### config.mk
export PLATFORM = sky130hd
export DESIGN_NAME = mul4_fitness_scorer
export DESIGN_NICKNAME = d
export VERILOG_FILES = /design/src/rtl/mul4_fitness_scorer.sv
export SDC_FILE = /design/constraint.sdc
export NUM_CORES = 1
export LEC_CHECK = 0
export ABC_AREA = 1
export CAP_MARGIN = 10
export CORE_MARGIN = 2
export CORE_UTILIZATION = 45
export CTS_BUF_LIST = sky130_fd_sc_hd__clkbuf_16
export DETAILED_ROUTE_END_ITERATION = 8
export PLACE_DENSITY_LB_ADDON = 0.1
export RECOVER_POWER = 25
export SYNTH_ARGS = -nofsm -noshare
export SYNTH_HDL_FRONTEND = slang
export SYNTH_SLANG_ARGS = --single-unit
### constraint.sdc
create_clock -name clk -period 11.9 [get_ports clk]
set_input_delay 1.19 -clock clk [delete_from_list [all_inputs] [get_ports clk]]
set_output_delay 1.19 -clock clk [all_outputs]
set_load 0.01 [all_outputs]
### src/rtl/mul4_fitness_scorer.sv
// Scores candidate 64-bit products against a shift-add golden multiply and
// accumulates bit-match totals per batch of vectors.
module mul4_fitness_scorer #(
  parameter int ACC_W = 24,
  parameter int CNT_W = 16
) (
  input  logic             clk,
  input  logic             rst,
  input  logic             in_valid,
  output logic             in_ready,
  input  logic [15:0]      a1,
  input  logic [15:0]      a0,
  input  logic [15:0]      b1,
  input  logic [15:0]      b0,
  input  logic [15:0]      y3,
  input  logic [15:0]      y2,
  input  logic [15:0]      y1,
  input  logic [15:0]      y0,
  input  logic             last,
  output logic             score_valid,
  input  logic             score_ready,
  output logic [ACC_W-1:0] score,
  output logic [CNT_W-1:0] vec_count,
  output logic [CNT_W-1:0] perfect_count,
  output logic [1:0]       dbg_state
);

  // Handshakes: a transfer happens on a rising edge where valid and ready are
  // both 1; valid holds its payload until then, ready never depends on valid.
  typedef enum logic [1:0] {IDLE = 2'd0, MUL = 2'd1, CMP = 2'd2, DONE = 2'd3} state_t;

  state_t             state_q, state_d;
  logic [63:0]        mcand_q, mcand_d;
  logic [31:0]        mplier_q, mplier_d;
  logic [63:0]        prod_q, prod_d;
  logic [63:0]        y_q, y_d;
  logic               last_q, last_d;
  logic [4:0]         bit_cnt_q, bit_cnt_d;
  logic [ACC_W-1:0]   score_q, score_d;
  logic [CNT_W-1:0]   vec_q, vec_d;
  logic [CNT_W-1:0]   perf_q, perf_d;
  logic               in_ready_q, in_ready_d;
  logic               score_valid_q, score_valid_d;

  logic [63:0]        match;
  logic [6:0]         pop;
  logic [ACC_W:0]     score_sum;

  always_comb begin
    match = ~(prod_q ^ y_q);
    pop   = '0;
    for (int i = 0; i < 64; i++) begin
      pop = pop + 7'(match[i]);
    end
    score_sum = {1'b0, score_q} + (ACC_W + 1)'(pop);

    state_d   = state_q;
    mcand_d   = mcand_q;
    mplier_d  = mplier_q;
    prod_d    = prod_q;
    y_d       = y_q;
    last_d    = last_q;
    bit_cnt_d = bit_cnt_q;
    score_d   = score_q;
    vec_d     = vec_q;
    perf_d    = perf_q;

    case (state_q)
      IDLE: begin
        if (in_valid && in_ready_q) begin
          mcand_d   = {32'd0, a1, a0};
          mplier_d  = {b1, b0};
          prod_d    = '0;
          y_d       = {y3, y2, y1, y0};
          last_d    = last;
          bit_cnt_d = '0;
          state_d   = MUL;
        end
      end
      MUL: begin
        // One multiplier bit per cycle, LSB first.
        if (mplier_q[0]) prod_d = prod_q + mcand_q;
        mcand_d   = mcand_q << 1;
        mplier_d  = mplier_q >> 1;
        bit_cnt_d = bit_cnt_q + 5'd1;
        if (bit_cnt_q == 5'd31) state_d = CMP;
      end
      CMP: begin
        score_d = score_sum[ACC_W] ? '1 : score_sum[ACC_W-1:0];
        if (vec_q != '1) vec_d = vec_q + CNT_W'(1);
        if ((prod_q == y_q) && (perf_q != '1)) perf_d = perf_q + CNT_W'(1);
        state_d = last_q ? DONE : IDLE;
      end
      DONE: begin
        if (score_ready) begin
          score_d = '0;
          vec_d   = '0;
          perf_d  = '0;
          state_d = IDLE;
        end
      end
      default: state_d = IDLE;
    endcase

    in_ready_d    = (state_d == IDLE);
    score_valid_d = (state_d == DONE);
  end

  always_ff @(posedge clk) begin
    if (rst) begin
      state_q       <= IDLE;
      mcand_q       <= '0;
      mplier_q      <= '0;
      prod_q        <= '0;
      y_q           <= '0;
      last_q        <= 1'b0;
      bit_cnt_q     <= '0;
      score_q       <= '0;
      vec_q         <= '0;
      perf_q        <= '0;
      in_ready_q    <= 1'b1;
      score_valid_q <= 1'b0;
    end else begin
      state_q       <= state_d;
      mcand_q       <= mcand_d;
      mplier_q      <= mplier_d;
      prod_q        <= prod_d;
      y_q           <= y_d;
      last_q        <= last_d;
      bit_cnt_q     <= bit_cnt_d;
      score_q       <= score_d;
      vec_q         <= vec_d;
      perf_q        <= perf_d;
      in_ready_q    <= in_ready_d;
      score_valid_q <= score_valid_d;
    end
  end

  assign in_ready      = in_ready_q;
  assign score_valid   = score_valid_q;
  assign score         = score_q;
  assign vec_count     = vec_q;
  assign perfect_count = perf_q;
  assign dbg_state     = state_q;

endmodule

==> results.cfg <==
[run_status]
run_status = complete, but fails checks
violations = max-capacitance violations, max-slew violations

[drt]
average_wire_per_standard_cell_um = 18.5
via_count = 20347
drt-vias-per-instance = 5.20
first_iter_violations = 1521
number_of_nets_still_failing_antenna_checks_after_routing = 0
drt-total-wl_um = 72600
detail_route.first_pass.iterations = 6
remaining_drc_errors = 0

[sta]
tightest_slew_ps = 3300
relSlewSlack_pct = -120
final-hold-violation-count = 0
period_share_pct = 63.8
finalMaxSlewViolations = 261
final.min_clock_period_ps = 7590
unrepaired_setup_endpoints_after_global_routing = no
setup_viol = 0
tns_ps = 0
worst_clock_skew_ps = 22.0
max_freq_mhz = 132
fin_worst_hold_slack_ps = 450

[run]
timing.max_cap.violations = 5

[floorplan]
placementRows = 77
core_um2 = 44100
dieArea_um2 = 46400
die_h_um = 215
die-width_um = 215
ioPinCount = 193
starting_density_of_the_core_pct = 45.5

[global_routing]
grt_max_degree = 75
grt.overflow.total = 0
global_route_wire_length_before_repair_um = 111000
number_of_global_route_vias_before_repair = 19305
grt_antenna_before_repair = 2
globalRouteTotalUtil_pct = 30.9

[setup_path]
critical_path.n_buffers_inverters = 3
worstPathCellList = clkbuf_1 > clkbuf_1 > clkbuf_1 > a21oi_1
cp_data_required_time_ps = 12170
cpMostUsedCell = sky130_fd_sc_hd__clkbuf_1
kind_of_start_point_of_the_critical_path = input port
data_arrival_time_at_the_worst_slack_endpoint_ps = 7860
setup.worst_path.class = in2reg
critical_path_peak_fanout = 61
maximum_single_stage_delay_on_the_critical_path_ps = 2440
critical-path-slowest-cell = sky130_fd_sc_hd__clkbuf_1
crit_family = buffers and inverters
endpoint_kind = flop

[synthesis]
post-synth-top-area-cell = sky130_fd_sc_hd__dfxtp_1
synth_top_flop_cell = sky130_fd_sc_hd__dfxtp_1
synthesis.instances = 3152
synth.most_common_cell = sky130_fd_sc_hd__nand2_1
ranking_of_synthesized_cells_by_instance_count = 1065 x sky130_fd_sc_hd__nand2_1, 452 x sky130_fd_sc_hd__inv_1, 320 x sky130_fd_sc_hd__nor2_1
synth_top_area_share_pct = 28.9
synth.lib_cells_used.distinct = 48
netlist_area_um2 = 20100
total_of_flip_flops_plus_latches_after_synthesis = 290
ys_async_sr_fraction_pct = 0
synth_area_leaders = sky130_fd_sc_hd__dfxtp_1 29%, sky130_fd_sc_hd__nand2_1 20%, sky130_fd_sc_hd__inv_1 8.4%
synth.yosys.warnings = 0
count_of_flip_flops_with_a_built_in_enable_after_synthesis = 0
post_synth.cell_area_avg_um2 = 6.38
synth_seq_area_share_pct = 28.9
synth_nets = 3436

[placed_design]
dpl.hpwl_um = 56700
placement.io_buffers = 192
place.gp.congestion = 0.976

[layout]
area_delta_synth_final_pct = 17.2
fin_nets = 3587
diodes = 0
share_of_post_route_cells_with_drive_strength_above_1_pct = 4.15
num-fill-cells = 4642

[clock_tree]
cts-root-to-sink-buffers = 3
postCtsResizedCells = 0
tritoncts = yes
worst_path_clk_slew_ps = 60
numCtsBuffers = 37
clkLatencyLatePin_ps = 570
clock-root-buffer = sky130_fd_sc_hd__clkbuf_16
post-cts-setup-buffer-count = 0
ctsHtreeMaxLevel = 2
post_cts_hold_buffer_count = 0
cts_num_sinks = 290

[pwr]
power-per-cell-area_nw_per_um2 = 220
power.leakage_uw = 0.0110
worst_ir_drop_vdd_uv = 607

[min_path]
worst_hold_path_type = reg2reg
-- sequential cells by signal (all words and copies together) (netlist names), 2 cells and up --
signal and count:
mcand_q 64, prod_q 64, perfect_count 16, mplier_q 32, vec_count 16, score 24, bit_cnt_q 5, dbg_state 2
y_q 64
-- cell families after synthesis --
group	share of synthesized area, %
AO/OA/AOI/OAI	10.4
XOR/XNOR	4.00
adder cells (fa/ha/maj)	11.5
buffers and inverters	10.6
flip-flops	28.9
AND/OR/NAND/NOR	34.6
-- metrics by stage --
step / worst slack [ps] / total power [uW] / cells / utilization (%) / area (um2)
floorplan: 5090 / 3290 / 3152 / - / 20100
global placement: 4650 / 4080 / 3856 / 50.9 / 22400
detailed placement: 4580 / 4090 / 3856 / 50.9 / 22400
CTS: 4540 / 5240 / 3914 / 53.5 / 23600
global route: 3940 / 5680 / 3914 / 53.4 / 23600
finish: 4310 / 5180 / 3914 / 53.4 / 23600
-- worst paths after layout --
kind	from	end	slack, ps	cells past startpoint
worst max register to register	prod_q[0]	score[7]	4490	25
worst min-delay path	last_q	last_q	450	2
worst max-delay path	rst	perfect_count[12]	4310	4
worst min register to register	last_q	last_q	450	2
-- where the power goes --
group          total (uW)  internal, uW  switching (uW)
clock network        1100           643             458
logic                3030          1220            1810
registers            1050          1010            33.5
-- cells in the final DEF, fill, tap and decap left out, types with 3 or more instances in the layout --
cell type and n:
sky130_fd_sc_hd__a21boi_0 3, sky130_fd_sc_hd__a21oi_1 202, sky130_fd_sc_hd__a21oi_2 7, sky130_fd_sc_hd__a31oi_1 64, sky130_fd_sc_hd__buf_4 8, sky130_fd_sc_hd__bufinv_16 3, sky130_fd_sc_hd__clkbuf_1 5, sky130_fd_sc_hd__clkbuf_16 38
sky130_fd_sc_hd__clkdlybuf4s50_1 156, sky130_fd_sc_hd__clkinv_1 5, sky130_fd_sc_hd__clkinv_2 4, sky130_fd_sc_hd__dfxtp_1 290, sky130_fd_sc_hd__dlygate4sd3_1 35, sky130_fd_sc_hd__fa_1 57, sky130_fd_sc_hd__ha_1 94, sky130_fd_sc_hd__inv_1 454
sky130_fd_sc_hd__inv_2 4, sky130_fd_sc_hd__nand2_1 1065, sky130_fd_sc_hd__nand2_2 12, sky130_fd_sc_hd__nand2_4 3, sky130_fd_sc_hd__nand3_1 164, sky130_fd_sc_hd__nand3b_1 10, sky130_fd_sc_hd__nand4_1 21, sky130_fd_sc_hd__nor2_1 320
sky130_fd_sc_hd__nor2_4 6, sky130_fd_sc_hd__nor3_1 29, sky130_fd_sc_hd__nor3_2 5, sky130_fd_sc_hd__nor4_1 4, sky130_fd_sc_hd__o21ai_0 102, sky130_fd_sc_hd__or2_2 31, sky130_fd_sc_hd__xnor2_1 37, sky130_fd_sc_hd__xor2_1 53
-- final cells by class --
cell class	instances	area [um2]	area share (%)
clock inverter	20	195	0.829
inverter	457	1720	7.29
clock buffer	38	951	4.04
tap	592	741	3.14
multi-input combinational	2313	12200	51.6
sequential	290	5810	24.6
timing repair buffer	204	1990	8.45
-- worst register-to-register path, stage by stage, from the launching register on --
cell	delay, ps
sky130_fd_sc_hd__dfxtp_1	340
sky130_fd_sc_hd__xnor2_1	260
sky130_fd_sc_hd__inv_1	100
sky130_fd_sc_hd__fa_1	520
sky130_fd_sc_hd__inv_1	60
sky130_fd_sc_hd__fa_1	520
sky130_fd_sc_hd__inv_1	60
sky130_fd_sc_hd__fa_1	510
sky130_fd_sc_hd__fa_1	520
sky130_fd_sc_hd__fa_1	520
sky130_fd_sc_hd__fa_1	550
sky130_fd_sc_hd__fa_1	560
sky130_fd_sc_hd__inv_1	60
sky130_fd_sc_hd__fa_1	500
sky130_fd_sc_hd__fa_1	470
sky130_fd_sc_hd__fa_1	420
sky130_fd_sc_hd__nand3_1	120
sky130_fd_sc_hd__nand3_2	110
sky130_fd_sc_hd__nand2_1	80
sky130_fd_sc_hd__nand2_1	70
sky130_fd_sc_hd__nand2_1	80
sky130_fd_sc_hd__nand2_2	100
sky130_fd_sc_hd__nand4_4	140
sky130_fd_sc_hd__inv_1	210
sky130_fd_sc_hd__o21ai_0	230
sky130_fd_sc_hd__a21oi_1	80
-- metal layers --
layer	routed length, um	up-vias	global-route usage [%]	part of all wire (%)
met4	2160	2	9.59	3.0
met2	34400	608	52.6	47
li1	-	10146	-	-
met1	31800	9489	40.6	44
met3	4260	102	3.81	5.9
met5	13	-	0	0.018
(Power assumes the default switching activity.)
